===== config.mk =====
export PLATFORM = sky130hd
export DESIGN_NAME = axi_default_slave_flat
export DESIGN_NICKNAME = d
export VERILOG_FILES = /design/src/rtl/axi_default_slave_if.sv /design/src/rtl/axi_default_slave.sv /design/src/flat_wrapper.sv
export SDC_FILE = /design/constraint.sdc
export NUM_CORES = 1
export LEC_CHECK = 0
export ABC_AREA = 1
export CAP_MARGIN = 20
export CELL_PAD_IN_SITES_DETAIL_PLACEMENT = 0
export CELL_PAD_IN_SITES_GLOBAL_PLACEMENT = 1
export CORE_ASPECT_RATIO = 0.8
export CORE_MARGIN = 2
export CORE_UTILIZATION = 15
export DETAILED_ROUTE_END_ITERATION = 12
export HOLD_SLACK_MARGIN = 0.12
export PLACE_DENSITY = 0.92
export SYNTH_ARGS = -nofsm -noshare
export SYNTH_HDL_FRONTEND = slang
export SYNTH_SLANG_ARGS = --single-unit

===== constraint.sdc =====
create_clock -name clk_i -period 3.7 [get_ports clk_i]
set_clock_uncertainty 0.1 [all_clocks]
set_input_delay 0.555 -clock clk_i [delete_from_list [all_inputs] [get_ports clk_i]]
set_output_delay 0.555 -clock clk_i [all_outputs]
set_load 0.005 [all_outputs]

===== src/rtl/axi_default_slave_if.sv =====
// axi_default_slave_if
//   AXI4 bus bundle between the interconnect default-slave port and the
//   DECERR responder. Only the fields the responder drives or observes are
//   carried; other AW/AR sideband fields stay at the interconnect.
//   Ports (modport slave view):
//     aw_valid/aw_ready, aw_id, aw_addr, aw_len      write address
//     w_valid/w_ready, w_last, w_data, w_strb        write data
//     b_valid/b_ready, b_id, b_resp, b_user          write response
//     ar_valid/ar_ready, ar_id, ar_addr, ar_len      read address
//     r_valid/r_ready, r_id, r_data, r_resp,
//     r_last, r_user                                 read data
interface axi_default_slave_if #(
    parameter int AXI_ADDR_WIDTH = 32,
    parameter int AXI_DATA_WIDTH = 32,
    parameter int AXI_ID_WIDTH   = 4,
    parameter int AXI_USER_WIDTH = 1
);
    logic                        aw_valid;
    logic                        aw_ready;
    logic [AXI_ID_WIDTH-1:0]     aw_id;
    logic [AXI_ADDR_WIDTH-1:0]   aw_addr;
    logic [7:0]                  aw_len;

    logic                        w_valid;
    logic                        w_ready;
    logic                        w_last;
    logic [AXI_DATA_WIDTH-1:0]   w_data;
    logic [AXI_DATA_WIDTH/8-1:0] w_strb;

    logic                        b_valid;
    logic                        b_ready;
    logic [AXI_ID_WIDTH-1:0]     b_id;
    logic [1:0]                  b_resp;
    logic [AXI_USER_WIDTH-1:0]   b_user;

    logic                        ar_valid;
    logic                        ar_ready;
    logic [AXI_ID_WIDTH-1:0]     ar_id;
    logic [AXI_ADDR_WIDTH-1:0]   ar_addr;
    logic [7:0]                  ar_len;

    logic                        r_valid;
    logic                        r_ready;
    logic [AXI_ID_WIDTH-1:0]     r_id;
    logic [AXI_DATA_WIDTH-1:0]   r_data;
    logic [1:0]                  r_resp;
    logic                        r_last;
    logic [AXI_USER_WIDTH-1:0]   r_user;

    modport master (
        output aw_valid, aw_id, aw_addr, aw_len,
        output w_valid, w_last, w_data, w_strb,
        output b_ready,
        output ar_valid, ar_id, ar_addr, ar_len,
        output r_ready,
        input  aw_ready, w_ready,
        input  b_valid, b_id, b_resp, b_user,
        input  ar_ready,
        input  r_valid, r_id, r_data, r_resp, r_last, r_user
    );

    modport slave (
        input  aw_valid, aw_id, aw_addr, aw_len,
        input  w_valid, w_last, w_data, w_strb,
        input  b_ready,
        input  ar_valid, ar_id, ar_addr, ar_len,
        input  r_ready,
        output aw_ready, w_ready,
        output b_valid, b_id, b_resp, b_user,
        output ar_ready,
        output r_valid, r_id, r_data, r_resp, r_last, r_user
    );
endinterface


===== src/rtl/axi_default_slave.sv =====
// axi_default_slave
//   AXI4 default slave: swallows every burst routed to an unmapped region and
//   answers it with DECERR so no master is left hanging. Read and write
//   channels run independently, one outstanding transaction each.
//   Ports:
//     clk_i   clock
//     rst_i   synchronous active-high reset
//     bus     axi_default_slave_if.slave (AW/W/B/AR/R channels)
//   Optional error log, enabled by defining DEFAULT_SLAVE_ERRLOG_EN:
//     err_clr_i    clears the log (wins over a same-cycle capture)
//     err_addr_o   address of the first DECERR since clear (AR wins ties)
//     err_valid_o  err_addr_o holds a captured address
//     err_cnt_o    saturating count of accepted AW/AR requests
//
//   state  | meaning
//   -------+---------------------------------------------------------
//   W_IDLE | aw_ready high, waiting for a write address
//   W_DATA | w_ready high, sinking beats until w_last
//   W_RESP | b_valid high with DECERR, waiting for b_ready
//   R_IDLE | ar_ready high, waiting for a read address
//   R_DATA | r_valid high with DECERR filler, counting down the burst
module axi_default_slave #(
    parameter int          AXI_ADDR_WIDTH = 32,
    parameter int          AXI_DATA_WIDTH = 32,
    parameter int          AXI_ID_WIDTH   = 4,
    parameter int          AXI_USER_WIDTH = 1,
    parameter logic [31:0] RDATA_PATTERN  = 32'hDEAD_BEEF
) (
    input  logic                      clk_i,
    input  logic                      rst_i,
    axi_default_slave_if.slave        bus
`ifdef DEFAULT_SLAVE_ERRLOG_EN
    ,
    input  logic                      err_clr_i,
    output logic [AXI_ADDR_WIDTH-1:0] err_addr_o,
    output logic                      err_valid_o,
    output logic [15:0]               err_cnt_o
`endif
);
    localparam logic [AXI_DATA_WIDTH-1:0] RDATA_FILL = {(AXI_DATA_WIDTH/32){RDATA_PATTERN}};
    localparam logic [1:0]                RESP_DECERR = 2'b11;

    typedef enum logic [1:0] {W_IDLE, W_DATA, W_RESP} w_state_t;
    typedef enum logic       {R_IDLE, R_DATA}         r_state_t;

    w_state_t                w_state, w_state_nxt;
    r_state_t                r_state, r_state_nxt;
    logic [AXI_ID_WIDTH-1:0] b_id_q;
    logic [AXI_ID_WIDTH-1:0] r_id_q;
    logic [7:0]              cnt;
    logic                    aw_hs, ar_hs, r_hs;

    // Data, strobes and burst length on the write side never matter: the
    // burst ends on w_last only.
    logic unused_inputs;
    assign unused_inputs = ^{bus.w_data, bus.w_strb, bus.aw_len, bus.aw_addr, bus.ar_addr};

    assign aw_hs = bus.aw_valid && (w_state == W_IDLE);
    assign ar_hs = bus.ar_valid && (r_state == R_IDLE);
    assign r_hs  = bus.r_ready  && (r_state == R_DATA);

    always_ff @(posedge clk_i) begin
        if (rst_i) begin
            w_state <= W_IDLE;
            r_state <= R_IDLE;
            b_id_q  <= '0;
            r_id_q  <= '0;
            cnt     <= '0;
        end else begin
            w_state <= w_state_nxt;
            r_state <= r_state_nxt;
            if (aw_hs) begin
                b_id_q <= bus.aw_id;
            end
            if (ar_hs) begin
                r_id_q <= bus.ar_id;
                cnt    <= bus.ar_len;
            end else if (r_hs && (cnt != 8'd0)) begin
                cnt <= cnt - 8'd1;
            end
        end
    end

    // Every output is decoded from registered state only, so nothing on the
    // bus inputs can reach an output within the same cycle.
    always_comb begin
        w_state_nxt  = w_state;
        bus.aw_ready = 1'b0;
        bus.w_ready  = 1'b0;
        bus.b_valid  = 1'b0;
        bus.b_id     = b_id_q;
        bus.b_resp   = RESP_DECERR;
        bus.b_user   = '0;
        case (w_state)
            W_IDLE: begin
                bus.aw_ready = 1'b1;
                if (bus.aw_valid) w_state_nxt = W_DATA;
            end
            W_DATA: begin
                bus.w_ready = 1'b1;
                if (bus.w_valid && bus.w_last) w_state_nxt = W_RESP;
            end
            W_RESP: begin
                bus.b_valid = 1'b1;
                if (bus.b_ready) w_state_nxt = W_IDLE;
            end
            default: w_state_nxt = W_IDLE;
        endcase
    end

    always_comb begin
        r_state_nxt  = r_state;
        bus.ar_ready = 1'b0;
        bus.r_valid  = 1'b0;
        bus.r_last   = 1'b0;
        bus.r_id     = r_id_q;
        bus.r_data   = RDATA_FILL;
        bus.r_resp   = RESP_DECERR;
        bus.r_user   = '0;
        case (r_state)
            R_IDLE: begin
                bus.ar_ready = 1'b1;
                if (bus.ar_valid) r_state_nxt = R_DATA;
            end
            R_DATA: begin
                bus.r_valid = 1'b1;
                bus.r_last  = (cnt == 8'd0);
                if (bus.r_ready && (cnt == 8'd0)) r_state_nxt = R_IDLE;
            end
            default: r_state_nxt = R_IDLE;
        endcase
    end

`ifdef DEFAULT_SLAVE_ERRLOG_EN
    logic [AXI_ADDR_WIDTH-1:0] err_addr_q;
    logic                      err_valid_q;
    logic [15:0]               err_cnt_q;
    logic [1:0]                err_inc;
    logic [16:0]               err_sum;

    assign err_inc = {1'b0, aw_hs} + {1'b0, ar_hs};
    assign err_sum = {1'b0, err_cnt_q} + {15'd0, err_inc};

    always_ff @(posedge clk_i) begin
        if (rst_i || err_clr_i) begin
            err_addr_q  <= '0;
            err_valid_q <= 1'b0;
            err_cnt_q   <= '0;
        end else begin
            if (!err_valid_q && (aw_hs || ar_hs)) begin
                err_valid_q <= 1'b1;
                err_addr_q  <= ar_hs ? bus.ar_addr : bus.aw_addr;
            end
            err_cnt_q <= err_sum[16] ? 16'hFFFF : err_sum[15:0];
        end
    end

    assign err_addr_o  = err_addr_q;
    assign err_valid_o = err_valid_q;
    assign err_cnt_o   = err_cnt_q;
`endif
endmodule


===== src/flat_wrapper.sv =====
// flat-port wrapper written by rule: the top's interface ports become plain ports
module axi_default_slave_flat 
#(
    parameter int          AXI_ADDR_WIDTH = 32,
    parameter int          AXI_DATA_WIDTH = 32,
    parameter int          AXI_ID_WIDTH   = 4,
    parameter int          AXI_USER_WIDTH = 1,
    parameter logic [31:0] RDATA_PATTERN  = 32'hDEAD_BEEF
)
  (clk_i, rst_i, bus_aw_valid, bus_aw_id, bus_aw_addr, bus_aw_len, bus_w_valid, bus_w_last, bus_w_data, bus_w_strb, bus_b_ready, bus_ar_valid, bus_ar_id, bus_ar_addr, bus_ar_len, bus_r_ready, bus_aw_ready, bus_w_ready, bus_b_valid, bus_b_id, bus_b_resp, bus_b_user, bus_ar_ready, bus_r_valid, bus_r_id, bus_r_data, bus_r_resp, bus_r_last, bus_r_user);
  axi_default_slave_if #(.AXI_ADDR_WIDTH(AXI_ADDR_WIDTH), .AXI_DATA_WIDTH(AXI_DATA_WIDTH), .AXI_ID_WIDTH(AXI_ID_WIDTH), .AXI_USER_WIDTH(AXI_USER_WIDTH)) bus_i ();
  input  logic clk_i;
  input  logic rst_i;
  input wire logic [$bits(bus_i.aw_valid)-1:0] bus_aw_valid;
  input wire logic [$bits(bus_i.aw_id)-1:0] bus_aw_id;
  input wire logic [$bits(bus_i.aw_addr)-1:0] bus_aw_addr;
  input wire logic [$bits(bus_i.aw_len)-1:0] bus_aw_len;
  input wire logic [$bits(bus_i.w_valid)-1:0] bus_w_valid;
  input wire logic [$bits(bus_i.w_last)-1:0] bus_w_last;
  input wire logic [$bits(bus_i.w_data)-1:0] bus_w_data;
  input wire logic [$bits(bus_i.w_strb)-1:0] bus_w_strb;
  input wire logic [$bits(bus_i.b_ready)-1:0] bus_b_ready;
  input wire logic [$bits(bus_i.ar_valid)-1:0] bus_ar_valid;
  input wire logic [$bits(bus_i.ar_id)-1:0] bus_ar_id;
  input wire logic [$bits(bus_i.ar_addr)-1:0] bus_ar_addr;
  input wire logic [$bits(bus_i.ar_len)-1:0] bus_ar_len;
  input wire logic [$bits(bus_i.r_ready)-1:0] bus_r_ready;
  output wire logic [$bits(bus_i.aw_ready)-1:0] bus_aw_ready;
  output wire logic [$bits(bus_i.w_ready)-1:0] bus_w_ready;
  output wire logic [$bits(bus_i.b_valid)-1:0] bus_b_valid;
  output wire logic [$bits(bus_i.b_id)-1:0] bus_b_id;
  output wire logic [$bits(bus_i.b_resp)-1:0] bus_b_resp;
  output wire logic [$bits(bus_i.b_user)-1:0] bus_b_user;
  output wire logic [$bits(bus_i.ar_ready)-1:0] bus_ar_ready;
  output wire logic [$bits(bus_i.r_valid)-1:0] bus_r_valid;
  output wire logic [$bits(bus_i.r_id)-1:0] bus_r_id;
  output wire logic [$bits(bus_i.r_data)-1:0] bus_r_data;
  output wire logic [$bits(bus_i.r_resp)-1:0] bus_r_resp;
  output wire logic [$bits(bus_i.r_last)-1:0] bus_r_last;
  output wire logic [$bits(bus_i.r_user)-1:0] bus_r_user;
  assign bus_i.aw_valid = bus_aw_valid;
  assign bus_i.aw_id = bus_aw_id;
  assign bus_i.aw_addr = bus_aw_addr;
  assign bus_i.aw_len = bus_aw_len;
  assign bus_i.w_valid = bus_w_valid;
  assign bus_i.w_last = bus_w_last;
  assign bus_i.w_data = bus_w_data;
  assign bus_i.w_strb = bus_w_strb;
  assign bus_i.b_ready = bus_b_ready;
  assign bus_i.ar_valid = bus_ar_valid;
  assign bus_i.ar_id = bus_ar_id;
  assign bus_i.ar_addr = bus_ar_addr;
  assign bus_i.ar_len = bus_ar_len;
  assign bus_i.r_ready = bus_r_ready;
  assign bus_aw_ready = bus_i.aw_ready;
  assign bus_w_ready = bus_i.w_ready;
  assign bus_b_valid = bus_i.b_valid;
  assign bus_b_id = bus_i.b_id;
  assign bus_b_resp = bus_i.b_resp;
  assign bus_b_user = bus_i.b_user;
  assign bus_ar_ready = bus_i.ar_ready;
  assign bus_r_valid = bus_i.r_valid;
  assign bus_r_id = bus_i.r_id;
  assign bus_r_data = bus_i.r_data;
  assign bus_r_resp = bus_i.r_resp;
  assign bus_r_last = bus_i.r_last;
  assign bus_r_user = bus_i.r_user;
  axi_default_slave #(.AXI_ADDR_WIDTH(AXI_ADDR_WIDTH), .AXI_DATA_WIDTH(AXI_DATA_WIDTH), .AXI_ID_WIDTH(AXI_ID_WIDTH), .AXI_USER_WIDTH(AXI_USER_WIDTH), .RDATA_PATTERN(RDATA_PATTERN)) u_core (.clk_i(clk_i), .rst_i(rst_i), .bus(bus_i));
endmodule

======== Word level (Yosys, flattened, before mapping) ========
Index checks and enable logic that the tools add are counted.
cells by class
  add/sub/neg operators ................... 1
  equality and inequality tests ........... 5
  muxes and demuxes ....................... 15
  bitwise operators ....................... 1
  reductions and logical operators ........ 11
operators with widths
  operator             number
  $mux 8               2
  $logic_not 8->1      1
  $mux 1               8
  $reduce_bool 8->1    1
  $sub 8x1->8 const B  1
  $logic_and 1x1->1    6
  $mux 2               3
  $pmux 2 s3           1
  $ne 2x2->1 const B   2
  $reduce_and 3->1     1
  $eq 2x1->1 const B   1
  $eq 2x2->1 const B   1
  $logic_not 2->1      1
  $ne 2x1->1 const B   1
  $pmux 1 s2           1
  $reduce_bool 2->1    1
  $not 1->1            1
word-level totals
  register bits after elaboration ......... 19
  bits of input ports ..................... 132
  output and inout bits ................... 52
  word-level logic and storage cells ...... 38

======== Logic depth before layout (Yosys ltp) ========
  depth after elaboration ................. 4
  depth in mapped cells ................... 8

======== Least setup slack after synthesis ========
No wires, ideal clock.
  path kind ............................... register to output
  start ................................... register u_core.cnt[0]
  end ..................................... output bus_r_last
  data arrival time ....................... 0.864 ns
  data required time ...................... 3.045 ns
  path slack .............................. 2.181 ns
  stages on the path, launching flop included .. 5
  path through ............................ dfxtp_1 inv_1 ha_1 nand3_1 nor3_1
between the ends
  cells in the longest elaborated chain, start to end .. 2
RTL lines
  item                    RTL line                  source
  from (decl)             axi_default_slave.sv:50   logic [7:0] cnt;
  from (signal assigned)  axi_default_slave.sv:77   cnt <= bus.ar_len;
  from (signal assigned)  axi_default_slave.sv:79   cnt <= cnt - 8'd1;
  $logic_not 8->1         axi_default_slave.sv:127  bus.r_last = (cnt == 8'd0);
  $mux 1                  axi_default_slave.sv:120  case (r_state)
  to (decl)               flat_wrapper.sv:39        output wire logic [$bits(bus_i.r_last)-1:0] bus_r_last;
Every way passes these cells.

======== Worst setup path in the final report ========
Same ends and word-level chain as after synthesis.

==> impl_metrics.tcl <==
set metrics [dict create \
    min_period_ns 2.42 \
    fin_cells 336 \
    rows 30 \
    async_flop_share_pct 0 \
    cts_hold_buffers 0 \
    cts_htree_levels 1 \
    grt_usage_pct 6.22 \
    coreArea_um2 8370 \
    post-cts-setup-buffers 0 \
    synth_enable_flop_cells 0 \
    grt_overflow 0 \
    area_growth_pct 31.0 \
    crit_path_end_kind "output port" \
    power_mw 0.598 \
    slew_viol_final 0 \
    grt_max_degree 16 \
    tritoncts "done" \
    path_depth 5 \
    finalNetCount 359 \
    holdWs_ns 0.384 \
    worstHoldPathCells 2 \
    wl_per_cell_um 8.47 \
    viasPerCell 3.28 \
    setup_viol 0 \
    powerDensity_nw_per_um2 357 \
    synth.most_common_cell "buf_4" \
    syn_area_um2 1280 \
    ant_nets 0 \
    cp_top_family "buffers and inverters" \
    path_cells "inv_1 > ha_1 > nand3_1 > nor3_1 > clkdlybuf4s50_1" \
    required_ns 3.04 \
    yosys-top-cells-area "dfxtp_1, buf_4, nor2_1" \
    critPathArrivalTime_ns 1.77 \
    drt_iter0_markers 24 \
    dpl_cell_area_um2 1630 \
    ys_top_cells_by_count "buf_4, nor2_1, nand2_1" \
    die_w_um 107 \
    path_clk_slew_ns 0.07 \
    clockBufferDepth 2 \
    grt_setup_unrepaired "no" \
    wirelength_um 2850 \
    post-place-cells 332 \
    ios 184 \
    port_buffers 37 \
    crit_fanout 4 \
    synth_flop_cell "dfxtp_1" \
    yosys_warnings 0 \
    crit_type "flop to output port" \
    drc_errors 0 \
    cts_buffers 3 \
    slowest_delay_ns 0.53 \
    hp-class "flop to flop" \
    status "completed" \
    synth_top_area_share_pct 29.7 \
    antenna_found_initial 0 \
    dp_slack_ns 1.50 \
    post-dp-hpwl_um 2230 \
    synthCells 187 \
    slowest_stage "clkdlybuf4s50_1" \
    clock-sinks 19 \
    final_area_um2 1680 \
    fin_crit_sh_pct 65.4 \
    cts-resized-gates 0 \
    grt_pass1_vias 990 \
    synth_largest_area_cell "dfxtp_1" \
    power_leakage_nw 0.740 \
    clockRootBuffer "clkbuf_8" \
    vias 1103 \
    drive_gt1_share_pct 5.36 \
    die_area_um2 9280 \
    fmax_ghz 0.413 \
    irDropWorstVdd_mv 0.144 \
    ys_seq_elements 19 \
    cp_num_buf_inv 2 \
    place.gp.congestion 0.862 \
    critPathLaunchType "flop" \
    firstDrtPassIters 4 \
    final_hold_viol_count 0 \
    start_util_pct 15.3 \
    max_cap_viol_count 0 \
    die_h_um 86.6 \
    ff2ff_path_depth 7 \
    yosysUniqueCellTypes 26 \
    finalSetupTns_ns 0 \
    fin_ws_ns 1.28 \
    syn_area_per_cell_um2 6.84 \
    antenna_cells 0 \
    final_util_pct 20.0 \
    yosysSeqAreaShare_pct 29.7 \
    grt_first_pass_wirelength_um 4570 \
    clk_latency_ns 0.26 \
]
-- area by class of cell --
| cell class | count | area, um^2 |
|---|---|---|
| timing repair buffer | 37 | 370 |
| inverter | 19 | 76.3 |
| multi-input combinational | 145 | 663 |
| clock buffer | 4 | 45.0 |
| fill | 952 | 6700 |
| sequential | 19 | 380 |
| tap | 112 | 140 |
-- report_power, final --
group / total, mW / leakage (nW) / internal [mW] / switching (mW)
Combinational: 0.201 / 0.560 / 0.0942 / 0.107
Clock: 0.149 / 0.0228 / 0.0767 / 0.0728
Sequential: 0.248 / 0.157 / 0.227 / 0.0201
Total: 0.598 / 0.740 / 0.398 / 0.200
-- per-layer routing --
layer  track usage [%]  vias up  part of all wire, %
met5                 0        -                    0
met4             0.708        0                    0
met3              3.16        0                   11
met2              9.84       46                   43
met1              7.85      474                   46
li1                  -      583                    -
-- registers in the layout, summed over array words and instances (netlist names) --
signal and flops:
u_core.cnt 8, u_core.r_state 1, u_core.w_state 2, u_core.bus.b_id 4, u_core.bus.r_id 4
-- worst reg2reg max path, cell delays in order (launching register included) --
cell	delay (ns)
dfxtp_1	0.36
inv_1	0.09
nand2_2	0.27
clkinv_1	0.35
nand2_1	0.13
o21ai_0	0.08
nor2_1	0.10
nor2_1	0.05
-- cells by family after synthesis --
| family | Yosys count | share of synthesized area [%] |
|---|---|---|
| adder cells (fa/ha/maj) | 2 | 1.96 |
| flip-flops | 19 | 29.7 |
| AO/OA/AOI/OAI | 27 | 11.3 |
| multiplexers | 1 | 0.783 |
| buffers and inverters | 59 | 29.0 |
| other | 2 | 0.587 |
| XOR/XNOR | 1 | 0.685 |
| AND/OR/NAND/NOR | 76 | 26.0 |
-- final timing paths --
| kind | from | end | slack [ns] |
|---|---|---|---|
| setup / recovery | u_core.cnt[0]$_SDFFE_PP0P_ | bus_r_last | 1.28 |
| hold / removal | u_core.bus.r_id[3]$_SDFFE_PP0P_ | u_core.bus.r_id[3]$_SDFFE_PP0P_ | 0.38 |
| setup reg to reg | u_core.r_state$_SDFF_PP0_ | u_core.cnt[0]$_SDFFE_PP0P_ | 2.08 |
| hold reg to reg | u_core.bus.r_id[3]$_SDFFE_PP0P_ | u_core.bus.r_id[3]$_SDFFE_PP0P_ | 0.38 |
-- cells in the final DEF (no fill, tap or decap), types with 2 or more instances in the layout --
cell              n
clkdlybuf4s50_1  37
a21oi_1           6
nand3_1          13
ha_1              2
clkbuf_8          3
nor2_1           33
nand2_1          21
or2_2             3
o21ai_0          17
nand2_2           2
dfxtp_1          19
conb_1           38
inv_1            17
No activity file was read; power rests on OpenSTA's default activity.
